$ cat src/rtl/chunked_serial_adder.sv
// chunked_serial_adder
// Multi-cycle adder: WIDTH-bit operands are summed CHUNK bits per clock,
// least-significant chunk first, with the inter-chunk carry held in a
// register. A start/busy/done handshake frames each operation; sum, cout
// and overflow are registered and only change on the completing edge.
//
// Optional feature: define CHUNKED_ADDER_SUB_EN to add a 'sub' input that
// selects a - b - cin (computed as a + ~b + ~cin) instead of a + b + cin.
//
// Parameter constraints: WIDTH >= 1 and CHUNK must divide WIDTH exactly.
module chunked_serial_adder #(
    parameter int WIDTH = 16,
    parameter int CHUNK = 4
) (
    input  logic             clk,
    input  logic             rst_n,
    input  logic             start,
    input  logic [WIDTH-1:0] a,
    input  logic [WIDTH-1:0] b,
    input  logic             cin,
`ifdef CHUNKED_ADDER_SUB_EN
    input  logic             sub,
`endif
    output logic             busy,
    output logic             done,
    output logic [WIDTH-1:0] sum,
    output logic             cout,
    output logic             overflow
);

    localparam int N  = WIDTH / CHUNK;
    localparam int KW = (N > 1) ? $clog2(N) : 1;
    localparam logic [KW-1:0] LAST_K = KW'(N - 1);

    typedef enum logic {
        IDLE = 1'b0,
        RUN  = 1'b1
    } state_t;

    state_t           state;
    state_t           next_state;
    logic             accept;
    logic             last;

    // Operand registers, inter-chunk carry, chunk index and partial sum
    logic [WIDTH-1:0] a_reg;
    logic [WIDTH-1:0] b_reg;
    logic             carry;
    logic [KW-1:0]    k;
    logic [WIDTH-1:0] work_sum;

    // Ripple-slice signals for the chunk currently selected by k
    logic [CHUNK-1:0] a_chunk;
    logic [CHUNK-1:0] b_chunk;
    logic [CHUNK-1:0] slice_sum;
    logic             slice_cout;
    logic             slice_msb_cin;
    logic             ripple;
    logic [WIDTH-1:0] next_work_sum;

    // Operand conditioning applied at acceptance time
    logic [WIDTH-1:0] b_eff;
    logic             cin_eff;

`ifdef CHUNKED_ADDER_SUB_EN
    // Subtraction reuses the adder: a - b - cin == a + ~b + ~cin.
    always_comb begin
        b_eff   = sub ? ~b : b;
        cin_eff = sub ? ~cin : cin;
    end
`else
    // Addition only: operands pass straight through.
    always_comb begin
        b_eff   = b;
        cin_eff = cin;
    end
`endif

    assign busy = (state == RUN);

    // State register.
    always_ff @(posedge clk or negedge rst_n) begin
        if (!rst_n) begin
            state <= IDLE;
        end else begin
            state <= next_state;
        end
    end

    // Next-state and control decode.
    always_comb begin
        // NOTE: every output of this block gets a default before the case so
        // no path leaves a signal unassigned, which would infer a latch.
        next_state = state;
        accept     = 1'b0;
        last       = 1'b0;
        unique case (state)
            IDLE: begin
                if (start) begin
                    accept     = 1'b1;
                    next_state = RUN;
                end
            end
            RUN: begin
                if (k == LAST_K) begin
                    last       = 1'b1;
                    next_state = IDLE;
                end
            end
            default: next_state = IDLE;
        endcase
    end

    // CHUNK-bit ripple slice on the selected chunk; also exposes the carry
    // into the top bit of the slice, which on the last chunk is the carry
    // into the operand MSB.
    always_comb begin
        // NOTE: blocking assignments here model the carry rippling through
        // the slice bit by bit within one combinational evaluation.
        a_chunk       = CHUNK'(a_reg >> (int'(k) * CHUNK));
        b_chunk       = CHUNK'(b_reg >> (int'(k) * CHUNK));
        slice_sum     = '0;
        slice_msb_cin = carry;
        ripple        = carry;
        for (int i = 0; i < CHUNK; i++) begin
            if (i == CHUNK - 1) begin
                slice_msb_cin = ripple;
            end
            slice_sum[i] = a_chunk[i] ^ b_chunk[i] ^ ripple;
            ripple       = (a_chunk[i] & b_chunk[i]) | (ripple & (a_chunk[i] ^ b_chunk[i]));
        end
        slice_cout    = ripple;
        // work_sum is cleared on acceptance, so OR-ing places the chunk.
        next_work_sum = work_sum | (WIDTH'(slice_sum) << (int'(k) * CHUNK));
    end

    // Datapath: latch operands on accept, process one chunk per RUN cycle,
    // load the output registers and pulse done on the last chunk.
    always_ff @(posedge clk or negedge rst_n) begin
        if (!rst_n) begin
            a_reg    <= '0;
            b_reg    <= '0;
            carry    <= 1'b0;
            k        <= '0;
            work_sum <= '0;
            sum      <= '0;
            cout     <= 1'b0;
            overflow <= 1'b0;
            done     <= 1'b0;
        end else begin
            // NOTE: sequential state uses non-blocking assignments so every
            // register samples pre-edge values regardless of statement order.
            done <= 1'b0;
            if (accept) begin
                a_reg    <= a;
                b_reg    <= b_eff;
                carry    <= cin_eff;
                k        <= '0;
                work_sum <= '0;
            end else if (state == RUN) begin
                work_sum <= next_work_sum;
                carry    <= slice_cout;
                if (last) begin
                    k        <= '0;
                    sum      <= next_work_sum;
                    cout     <= slice_cout;
                    overflow <= slice_msb_cin ^ slice_cout;
                    done     <= 1'b1;
                end else begin
                    k <= k + 1'b1;
                end
            end
        end
    end

endmodule

$ cat config.mk
export PLATFORM = sky130hd
export DESIGN_NAME = chunked_serial_adder
export DESIGN_NICKNAME = d
export VERILOG_FILES = /design/src/rtl/chunked_serial_adder.sv
export SDC_FILE = /design/constraint.sdc
export NUM_CORES = 1
export LEC_CHECK = 0
export CAP_MARGIN = 5
export CELL_PAD_IN_SITES_DETAIL_PLACEMENT = 1
export CELL_PAD_IN_SITES_GLOBAL_PLACEMENT = 2
export CORE_MARGIN = 2
export CORE_UTILIZATION = 25
export DETAILED_ROUTE_END_ITERATION = 16
export PLACE_DENSITY_LB_ADDON = 0.1
export SYNTH_ARGS = -nofsm -noshare
export SYNTH_HDL_FRONTEND = slang
export SYNTH_SLANG_ARGS = --single-unit
export TNS_END_PERCENT = 50
$ cat constraint.sdc
create_clock -name clk -period 4.47 [get_ports clk]
set_input_delay 0.894 -clock clk [delete_from_list [all_inputs] [get_ports clk]]
set_output_delay 0.894 -clock clk [all_outputs]
set_load 0.01 [all_outputs]
==> metrics, run 1 <==
Clk Latency, worst-skew pair=0.34 ns; top cell type's share of synthesized area=51.79%; final wirelength=8517 um; fin. max-slew vios=0; Commonest cells post-synth=71 x dfrtp_1, 29 x mux2_4, 21 x a21oi_1, 21 x inv_1, 16 x nand2b_1; Clk Tree Root Cell=clkbuf_16; Post-synth EDFFs=0; CTS clock-pin slew for the worst setup and hold paths=0.06 ns; die area=14680 um2; most frequent cell after synthesis=dfrtp_1; P&R area growth vs syn=27.90%; placeable core area=13350 um2; outcome=complete, no violations; crit path DAT=3.53 ns; HPWL after DPL=5698 um; MaxCap Viol Count=0; Cell Rows=42; drt drc=0; CTS tree=built; area leader, netlist=dfrtp_1; Worst Tran Pin Value=~0.96 ns; Post-Synth Simple-Gate Area=8.972%; Syn Inst Count=265; detail-routed via count per cell=around 4.5; Slew Limit Headroom=36.26%; number of nets still failing antenna checks after routing=0; FILL cells=1467; Crit Path Class=reg -> reg; Avg Synthesized Cell Area=12.95 um2; cell breakdown of the critical path=mux4_1, inv_1, fa_1, fa_1, inv_1, fa_1, fa_1, or3b_1, o211ai_1; Finished Cell Area=4388 um2; syn nets=306; first-pass GRT wire length=13590 um; vias post-DR=2226; vias in the first global route=2414; CP Max Fanout=7; Worst VDD drop=0.2661 mV; initial antenna violation count=0; chip height=about 120 um; width of the die=121.1 um; pin count of the biggest net entering global routing=72; final setup TNS=0 ns; PD cells=786.7 nW/um2; Worst Skew=slightly below 0.007 ns; WP data required=around 4.7 ns; Storage cell area=about 1800 um2; GRT overflow=0; Ys Warns=0; Distinct cells, synth=30; Max clock buf depth=2; # IOs=56; worst hold path class=reg -> reg; ys flop type=dfrtp_1; Setup-failing EPs final=0; Achievable Freq=304.9 MHz; postcts setup bufs=0; xor-xnor portion of the synthesized cell area=0.2553%; RSZ-0062 raised after global routing=false; Final min period=around 3.3 ns; DR WL/cell=17.17 um; DP Area=roughly 4000 um2; final std cells w/o fill=496; #FFs+latches synth=71; post-synthesis mux area share=20.42%; Starting Density=25.70%; Leak=~0.0019 uW; clk sinks=71; Multi-input gate area=about 1400 um2; total CTS buffers=9; Placed Cells=482; Overall Global Routing Usage=12.60%; GPL Wtd Cong=0.6906; asr flop ratio synth=100.0%; post-synthesis compound-gate area fraction=9.664%; Pre-antenna DRT Iters=4; most used cell along the critical path=fa_1; I/O Buffers=55; slowest stage delay, CP=0.61 ns; Layout Nets=358; Final Hold Vio Count=0; CP endpoint kind=flip-flop; CTS H-Tree Depth=3; hold_buf cts=0; cts repair resizes=0; Tcrit/Tclk final=73.36%; CP max-delay cell=mux4_1; Synth area leaders=dfrtp_1 52%, mux2_4 13%, mux4_1 6.1%; Seq/Total Area, Yosys=51.79%; initial drt markers=94; main combinational cell family by area after synthesis=multiplexers; adder-cell share of the synthesized area=2.699%; mapped cell area=3431 um2; Worst setup SP type=flip-flop; share of cells above drive strength 1=16.25%; Inserted Diodes=0
-- worst paths after layout --
| check | slack, ns | start | to | cells after the start |
|---|---|---|---|---|
| max | 1.19 | k[0] | work_sum[3] | 9 |
| max reg2reg | 1.19 | k[0] | work_sum[3] | 9 |
| max in group asynchronous | 3.14 | rst_n | b_reg[6] | 1 |
| min reg2reg | 0.50 | cout | cout | 1 |
| min in group asynchronous | 0.69 | rst_n | sum[2] | 1 |
| min | 0.50 | cout | cout | 1 |
-- critical path, delay by kind of cell (launching register included) --
kind,cells,cell delay (ns)
fa+ha+maj,4,1.35
buf+inv,2,0.14
compound gates,1,0.19
simple gates,1,0.38
mux,1,0.61
flops,1,0.53
-- cells by family (layout without fill, tap and decap cells) --
family	count (synthesis)	count (layout)
XOR/XNOR	1	1
buffers and inverters	41	96
adder cells (fa/ha/maj)	5	5
multiplexers	42	42
AO/OA/AOI/OAI	54	54
AND/OR/NAND/NOR	51	51
flip-flops	71	71
-- cell usage in the layout, fill, tap and decap left out, types with 2 or more instances in the layout --
cell type / count
nand3b_1: 7
fa_1: 4
dfrtp_1: 71
mux2_4: 29
or3b_1: 5
clkdlybuf4s50_1: 54
nand2b_1: 16
a21oi_1: 21
or3_1: 2
inv_1: 21
buf_4: 6
nor2_1: 2
o21ai_0: 2
nor3b_1: 2
clkbuf_16: 9
nand2_1: 15
clkbuf_1: 2
mux2_2: 3
clkbuf_8: 2
o211ai_1: 13
mux4_1: 8
a31oi_1: 15
-- area by class of cell --
class                           instances  area share (%)
Sequential cell                        71           40.49
Multi-Input combinational cell        153           32.85
Timing Repair Buffer                   61           13.80
Clock buffer                           13           5.931
Tap cell                              176           5.019
Inverter                               21           1.796
Clock inverter                          1          0.1141
-- power by group --
group | leakage, uW | internal [uW] | switching (uW)
logic | 0.000988 | 865 | 793
clock network | 0.000132 | 399 | 259
registers | 0.000790 | 937 | 199
total | 0.00191 | 2200 | 1250
-- per-layer routing --
layer	up-vias	track usage, %	share of wire [%]
met4	0	6.250	2.2
met2	46	20.33	48
met5	-	0	0
li1	1046	-	-
met3	12	2.726	3.6
met1	1122	15.95	46
-- metrics by stage --
stage | total power [uW] | setup WS, ns | utilization, % | hold WS [ns]
3_5_place_dp | 2864 | 1.189 | 30.89 | 0.4911
4_1_cts | 3545 | 1.173 | 32.87 | 0.5091
2_1_floorplan | 2272 | 1.478 | - | 0.4729
3_3_place_gp | 2831 | 1.300 | 30.89 | 0.4915
5_1_grt | 3726 | 1.025 | 32.87 | 0.5226
6_report | 3452 | 1.191 | 32.87 | 0.5010
No activity file was read; power rests on OpenSTA's default activity.
==> run 2, diff against run 1 <==
- clock period: 4.47 -> 2.9 ns (I/O delays scaled with it)
==> run 2 against run 1 <==
The run now ends with setup timing left. Critical path depth rose by 2. Routed wire length barely moved. Global-route usage barely moved. Via count fell by 0.54%. Combinational power rose by 78%. Non-clock buffer count rose by 9. Sequential power rose by 55%. Count of clock-buffer cells in the layout fell by 2. Flip-flop and latch count did not move. Maximum frequency rose by 13%. Final cell count rose by 1.6%. Critical path type unchanged. Largest power group unchanged.
==> metrics, run 2 (synthesis results as in run 1) <==
outcome=finished with violations; failing checks=setup timing; Slew Limit Headroom=37.02% (+0.75 points); CP endpoint kind=flip-flop; number of nets still failing antenna checks after routing=0 (unchanged); Final Hold Vio Count=0 (unchanged); Overall Global Routing Usage=12.60% (about the same); DR WL/cell=16.88 um (-1.7%); Clk Tree Root Cell=clkbuf_16; Clock power frac=17.2% (-1.9 points); pin count of the biggest net entering global routing=72 (unchanged); initial antenna violation count=0 (unchanged); post-placement worst setup slack=-0.1823 ns (-1.371 ns); clk sinks=71 (unchanged); Final min period=2.914 ns (-0.3650 ns); placeable core area=13350 um2 (unchanged); fin. max-slew vios=0 (unchanged); share of cells above drive strength 1=21.34% (+5.1 points); GPL Wtd Cong=0.6658 (-3.6%); CTS clock-pin slew for the worst setup and hold paths=0.06 ns (about the same); switching share of power=36.00% (-0.26 points); die area=14680 um2 (unchanged); P&R area growth vs syn=30.20%; fin worst setup slack=-0.01442 ns (-1.205 ns); Worst setup SP type=flip-flop; drt drc=0 (unchanged); Starting Density=25.70% (unchanged); most common cell after layout, fill and taps aside=dfrtp_1; Leak=0.001941 uW (+1.6%); first-pass GRT wire length=13900 um (+2.3%); Achievable Freq=343.1 MHz (+13%); Inserted Diodes=0 (unchanged); detail-routed via count per cell=4.393 (-2.1%); # IOs=56 (unchanged); CTS H-Tree Depth=3 (unchanged); CP Max Fanout=5 (-2); MaxCap Viol Count=0 (unchanged); Internal=3664 uW (+67%); crit path DAT=3.10 ns (-0.43 ns); Worst Tran Pin Value=0.9448 ns (-0.01130 ns); final setup TNS=-0.03560 ns (-0.03560 ns); PD cells=1282 nW/um2 (+63%); Crit Path Class=reg -> reg; Layout Nets=367 (+2.5%); worst hold path class=in -> async; Storage cell area=1778 um2 (about the same); GRT overflow=0 (unchanged); Reg power frac=31.0% (-1.9 points); Worst Skew=0.004955 ns (-0.002008 ns); Max clock buf depth=2 (unchanged); I/O Buffers=55 (unchanged); RSZ-0062 raised after global routing=true; width of the die=121.1 um (unchanged); total CTS buffers=9 (unchanged); Clk Latency, worst-skew pair=0.33 ns (about the same); net switching power=2061 uW (+65%); FILL cells=1456 (-0.75%); Logic pwr share=51.8% (+3.8 points); chip height=121.1 um (unchanged); Total Power=5725 uW (+66%); Worst VDD drop=0.4729 mV (+78%); CTS tree=built; initial drt markers=86 (-8.5%); WP data required=3.09 ns (-1.63 ns); vias in the first global route=2478 (+2.7%); Tcrit/Tclk final=100.5% (+27 points); Multi-input gate area=1456 um2 (+1.0%); most frequent cells in the layout=70 x dfrtp_1, 54 x clkdlybuf4s50_1, 29 x mux2_4; final wirelength=8509 um (about the same); Pre-antenna DRT Iters=4 (unchanged); hold_buf cts=0 (unchanged); Cell Rows=42 (unchanged); vias post-DR=2214 (-0.54%); HPWL after DPL=5656 um (-0.74%); Setup-failing EPs final=3 (+3)
run 2: changes by cell type in the layout (fill, tap and decap cells not counted), moves of 2 or more:
cell	change
buf_4	+7
mux4_1	-2
inv_1	-2
buf_6	+2
fa_2	+2
mux4_2	+2
fa_1	-2
inv_2	+2
run 2: path summary, 6_finish.rpt:
path | from | to | slack (ns) | depth (start not counted)
max in group asynchronous | rst_n | k[0] | 1.84 | 1
max reg2reg | k[0] | work_sum[15] | -0.01 | 11
min reg2reg | cout | cout | 0.49 | 1
max | k[0] | work_sum[15] | -0.01 | 11
min in group clk | cout | cout | 0.49 | 1
min | rst_n | sum[2] | 0.39 | 1
run 2: power by group through the flow:
stage	registers, uW	clock network [uW]	logic [uW]
3_5_place_dp	1800	0	2800
3_3_place_gp	1790	0	2760
6_report	1770	987	2960
2_1_floorplan	1690	0	1840
4_1_cts	1790	1030	2850
5_1_grt	1840	1060	3270
run 2: worst max-delay path, cell delays in order, from the launching register on:
cell     delay [ns]
dfrtp_2        0.45
mux4_2         0.35
inv_2          0.04
fa_2           0.35
fa_1           0.37
inv_1          0.08
fa_2           0.21
fa_1           0.42
buf_4          0.15
buf_6          0.11
a31oi_4        0.18
a21oi_1        0.06
run 2: cell type report:
type | count | share of cell area (%)
Clock buffer | 11 | 5.434
Tap cell | 176 | 4.930
Timing Repair Buffer | 70 | 15.24
Inverter | 21 | 1.765
Sequential cell | 71 | 39.80
Multi-Input combinational cell | 153 | 32.61
Clock inverter | 2 | 0.2241
run 2: layer usage:
metal  share of wire, %  global-route usage, %
met1                 46                  16.39
met2                 48                  20.01
met3                4.1                  3.477
met4                1.7                  4.741
met5                  0                      0
run 2: repair_timing:
item / CTS / global route
resized for setup: 4 / 3
endpoints found under the setup margin: 8 / 8
pin swaps: 3 / 3
buffers inserted: 1 / 2
run 2: through the flow:
stage                     hold slack [ns]  instances  instance area, um2  utilization [%]
final                              0.3858        504                4467            33.46
after floorplan                    0.2844        265                3428                -
after global routing               0.4770        504                4467            33.46
after detailed placement           0.4784        488                4165            31.21
after CTS                          0.4344        502                4433            33.21
after global placement             0.4935        488                4165            31.21
==> run 3, diff against run 2 <==
- CORE_MARGIN: 2 -> 8
==> run 3 against run 2 <==
The flow now finishes without violations. Final cell count increased by 1.2%. Combinational power decreased by 2%. Total power decreased by 0.10%. Utilization decreased by 0.53 points. First-iteration DRC count decreased by 45%. Count of clock-buffer cells in the layout increased by 3. Critical path depth decreased by 2. Die area increased by 21%. Critical path type unchanged. Critical endpoint is now work_sum[3]. Largest power group unchanged. Highest routed layer unchanged.
==> metrics, run 3 (synthesis results as in run 1) <==
CP endpoint kind=flip-flop; placeable core area=13670 um2 (+2.4%); reg-to-reg endpoint=work_sum[3]; GRT overflow=0 (unchanged); chip height=133.1 um (+9.9%); CP max-delay cell=mux4_2; Overall Global Routing Usage=11.18% (-1.4 points); number of nets still failing antenna checks after routing=0 (unchanged); Worst Skew=0.006749 ns (+0.001794 ns); share of cells above drive strength 1=22.42% (+1.1 points); die area=17730 um2 (+21%); Cell Rows=43 (+2.4%); Clk Tree Root Cell=clkbuf_16; initial antenna violation count=0 (unchanged); Setup-failing EPs final=0 (-3); hold_buf cts=0 (unchanged); slowest stage delay, CP=0.51 ns (+0.06 ns); # IOs=56 (unchanged); width of the die=133.1 um (+9.9%); final std cells w/o fill=510 (+1.2%); cell breakdown of the critical path=mux4_2, inv_2, fa_2, fa_1, inv_2, fa_2, fa_1, or3b_4, o211ai_1; crit path DAT=3.14 ns (+0.04 ns); RSZ-0062 raised after global routing=true; Slew Limit Headroom=62.54% (+26 points); Crit Path Class=reg -> reg; r2r startpoint=k[0]; final wirelength=9195 um (+8.1%); clk sinks=71 (unchanged); total CTS buffers=9 (unchanged); CTS tree=built; CTS H-Tree Depth=3 (unchanged); DR WL/cell=18.03 um (+6.8%); MaxCap Viol Count=0 (unchanged); Final min period=2.897 ns (-0.01785 ns); GPL Wtd Cong=0.6819 (+2.4%); outcome=complete, no violations; detail-routed via count per cell=4.502 (+2.5%); Leak=0.001949 uW (+0.44%); Final Hold Vio Count=0 (unchanged); Pre-antenna DRT Iters=4 (unchanged); most common cell after layout, fill and taps aside=dfrtp_1; R2R setup slack=0.003 ns (+0.02 ns); pin count of the biggest net entering global routing=41 (-43%); CTS clock-pin slew for the worst setup and hold paths=0.05 ns (about the same); Worst setup SP type=flip-flop; WP data required=3.15 ns (+0.06 ns); Max clock buf depth=2 (unchanged); worst reg2reg path depth=9 (-2); Worst VDD drop=0.4647 mV (-1.7%); first-pass GRT wire length=15310 um (+10%); initial drt markers=47 (-45%); most frequent cells in the layout=70 x dfrtp_1, 54 x clkdlybuf4s50_1, 29 x mux2_4; final setup TNS=0 ns (+0.03560 ns); Inserted Diodes=0 (unchanged); FILL cells=1499 (+3.0%); vias in the first global route=2707 (+9.2%); CP Max Fanout=4 (-1); Achievable Freq=345.2 MHz (+0.62%); Layout Nets=366 (-0.27%); Tcrit/Tclk final=99.88% (-0.62 points); drt drc=0 (unchanged); Placed Cells=493 (+1.0%); P&R area growth vs syn=31.18%; PD cells=1271 nW/um2 (-0.85%); vias post-DR=2296 (+3.7%); worst hold path class=in -> async; Clk Latency, worst-skew pair=0.34 ns (about the same); Starting Density=25.11% (-0.60 points); I/O Buffers=55 (unchanged); HPWL after DPL=6168 um (+9.1%); fin. max-slew vios=0 (unchanged); Worst Tran Pin Value=0.5613 ns (-0.3834 ns)
run 3: cell count changes in the layout (fill, tap and decap cells not counted):
| cell | before | now |
|---|---|---|
| inv_1 | 19 | 17 |
| clkinv_2 | 2 | 1 |
| clkinvlp_4 | 0 | 1 |
| buf_6 | 2 | 0 |
| clkbuf_8 | 1 | 4 |
| inv_2 | 2 | 4 |
| buf_4 | 13 | 14 |
run 3: worst max path at each step:
stage          startpoint     endpoint  cells past startpoint
4_1_cts              k[0]  work_sum[3]                      9
3_5_place_dp         k[0]  work_sum[3]                      9
6_report             k[0]  work_sum[3]                      9
2_1_floorplan        k[0]  work_sum[3]                     10
3_3_place_gp         k[0]  work_sum[3]                      9
5_1_grt              k[0]  work_sum[3]                      9
run 3: area by class of cell:
cell class	instances	area, um2	area share [%]
clock buffers	14	284.0	6.311
clock inverters	2	12.51	0.2780
inverters	21	78.83	1.751
multi-input cells	153	1456	32.36
flip-flops and latches	71	1778	39.51
well taps	180	225.2	5.004
repair buffers	69	665.6	14.79
run 3: through the flow:
stage               hold WS, ns  area (um2)  total power (uW)  worst slack (ns)  utilization, %
floorplan                0.2844        3428              3536          -0.05522               -
global placement         0.4900        4178              4563          -0.06584           30.57
detailed placement       0.4902        4178              4622           -0.1162           30.57
CTS                      0.2513        4486              5785           0.01421           32.82
global route             0.2724        4501              6195           -0.1367           32.93
finish                   0.2267        4501              5719          0.003430           32.93
run 3: critical path: cells and delay by family (launching register included):
family                     cells  cell delay [ns]
DFF                            1             0.41
buffers and inverters          2             0.11
muxes                          1             0.51
adders and majority gates      4             1.22
and+or+nand+nor                1             0.39
AOI/OAI and AO/OA              1             0.17
run 3: layer usage:
| metal | up-vias | track usage [%] | routed length (um) |
|---|---|---|---|
| li1 | 1057 | - | - |
| met1 | 1180 | 13.77 | 4191 |
| met2 | 47 | 17.60 | 4375 |
| met3 | 12 | 3.276 | 441 |
| met4 | 0 | 5.427 | 187 |
| met5 | - | 0 | 0 |
run 3: where the power goes:
part | internal (uW) | switching (uW)
Combinational | 1520 | 1380
Sequential | 1450 | 286
Clock | 671 | 415
run 3: what timing repair did:
action / in CTS / in global routing
cloned: 0 / 0
setup endpoints to repair: 7 / 6
resized for setup: 3 / 4
pin swaps: 2 / 1
buffers inserted: 1 / 0
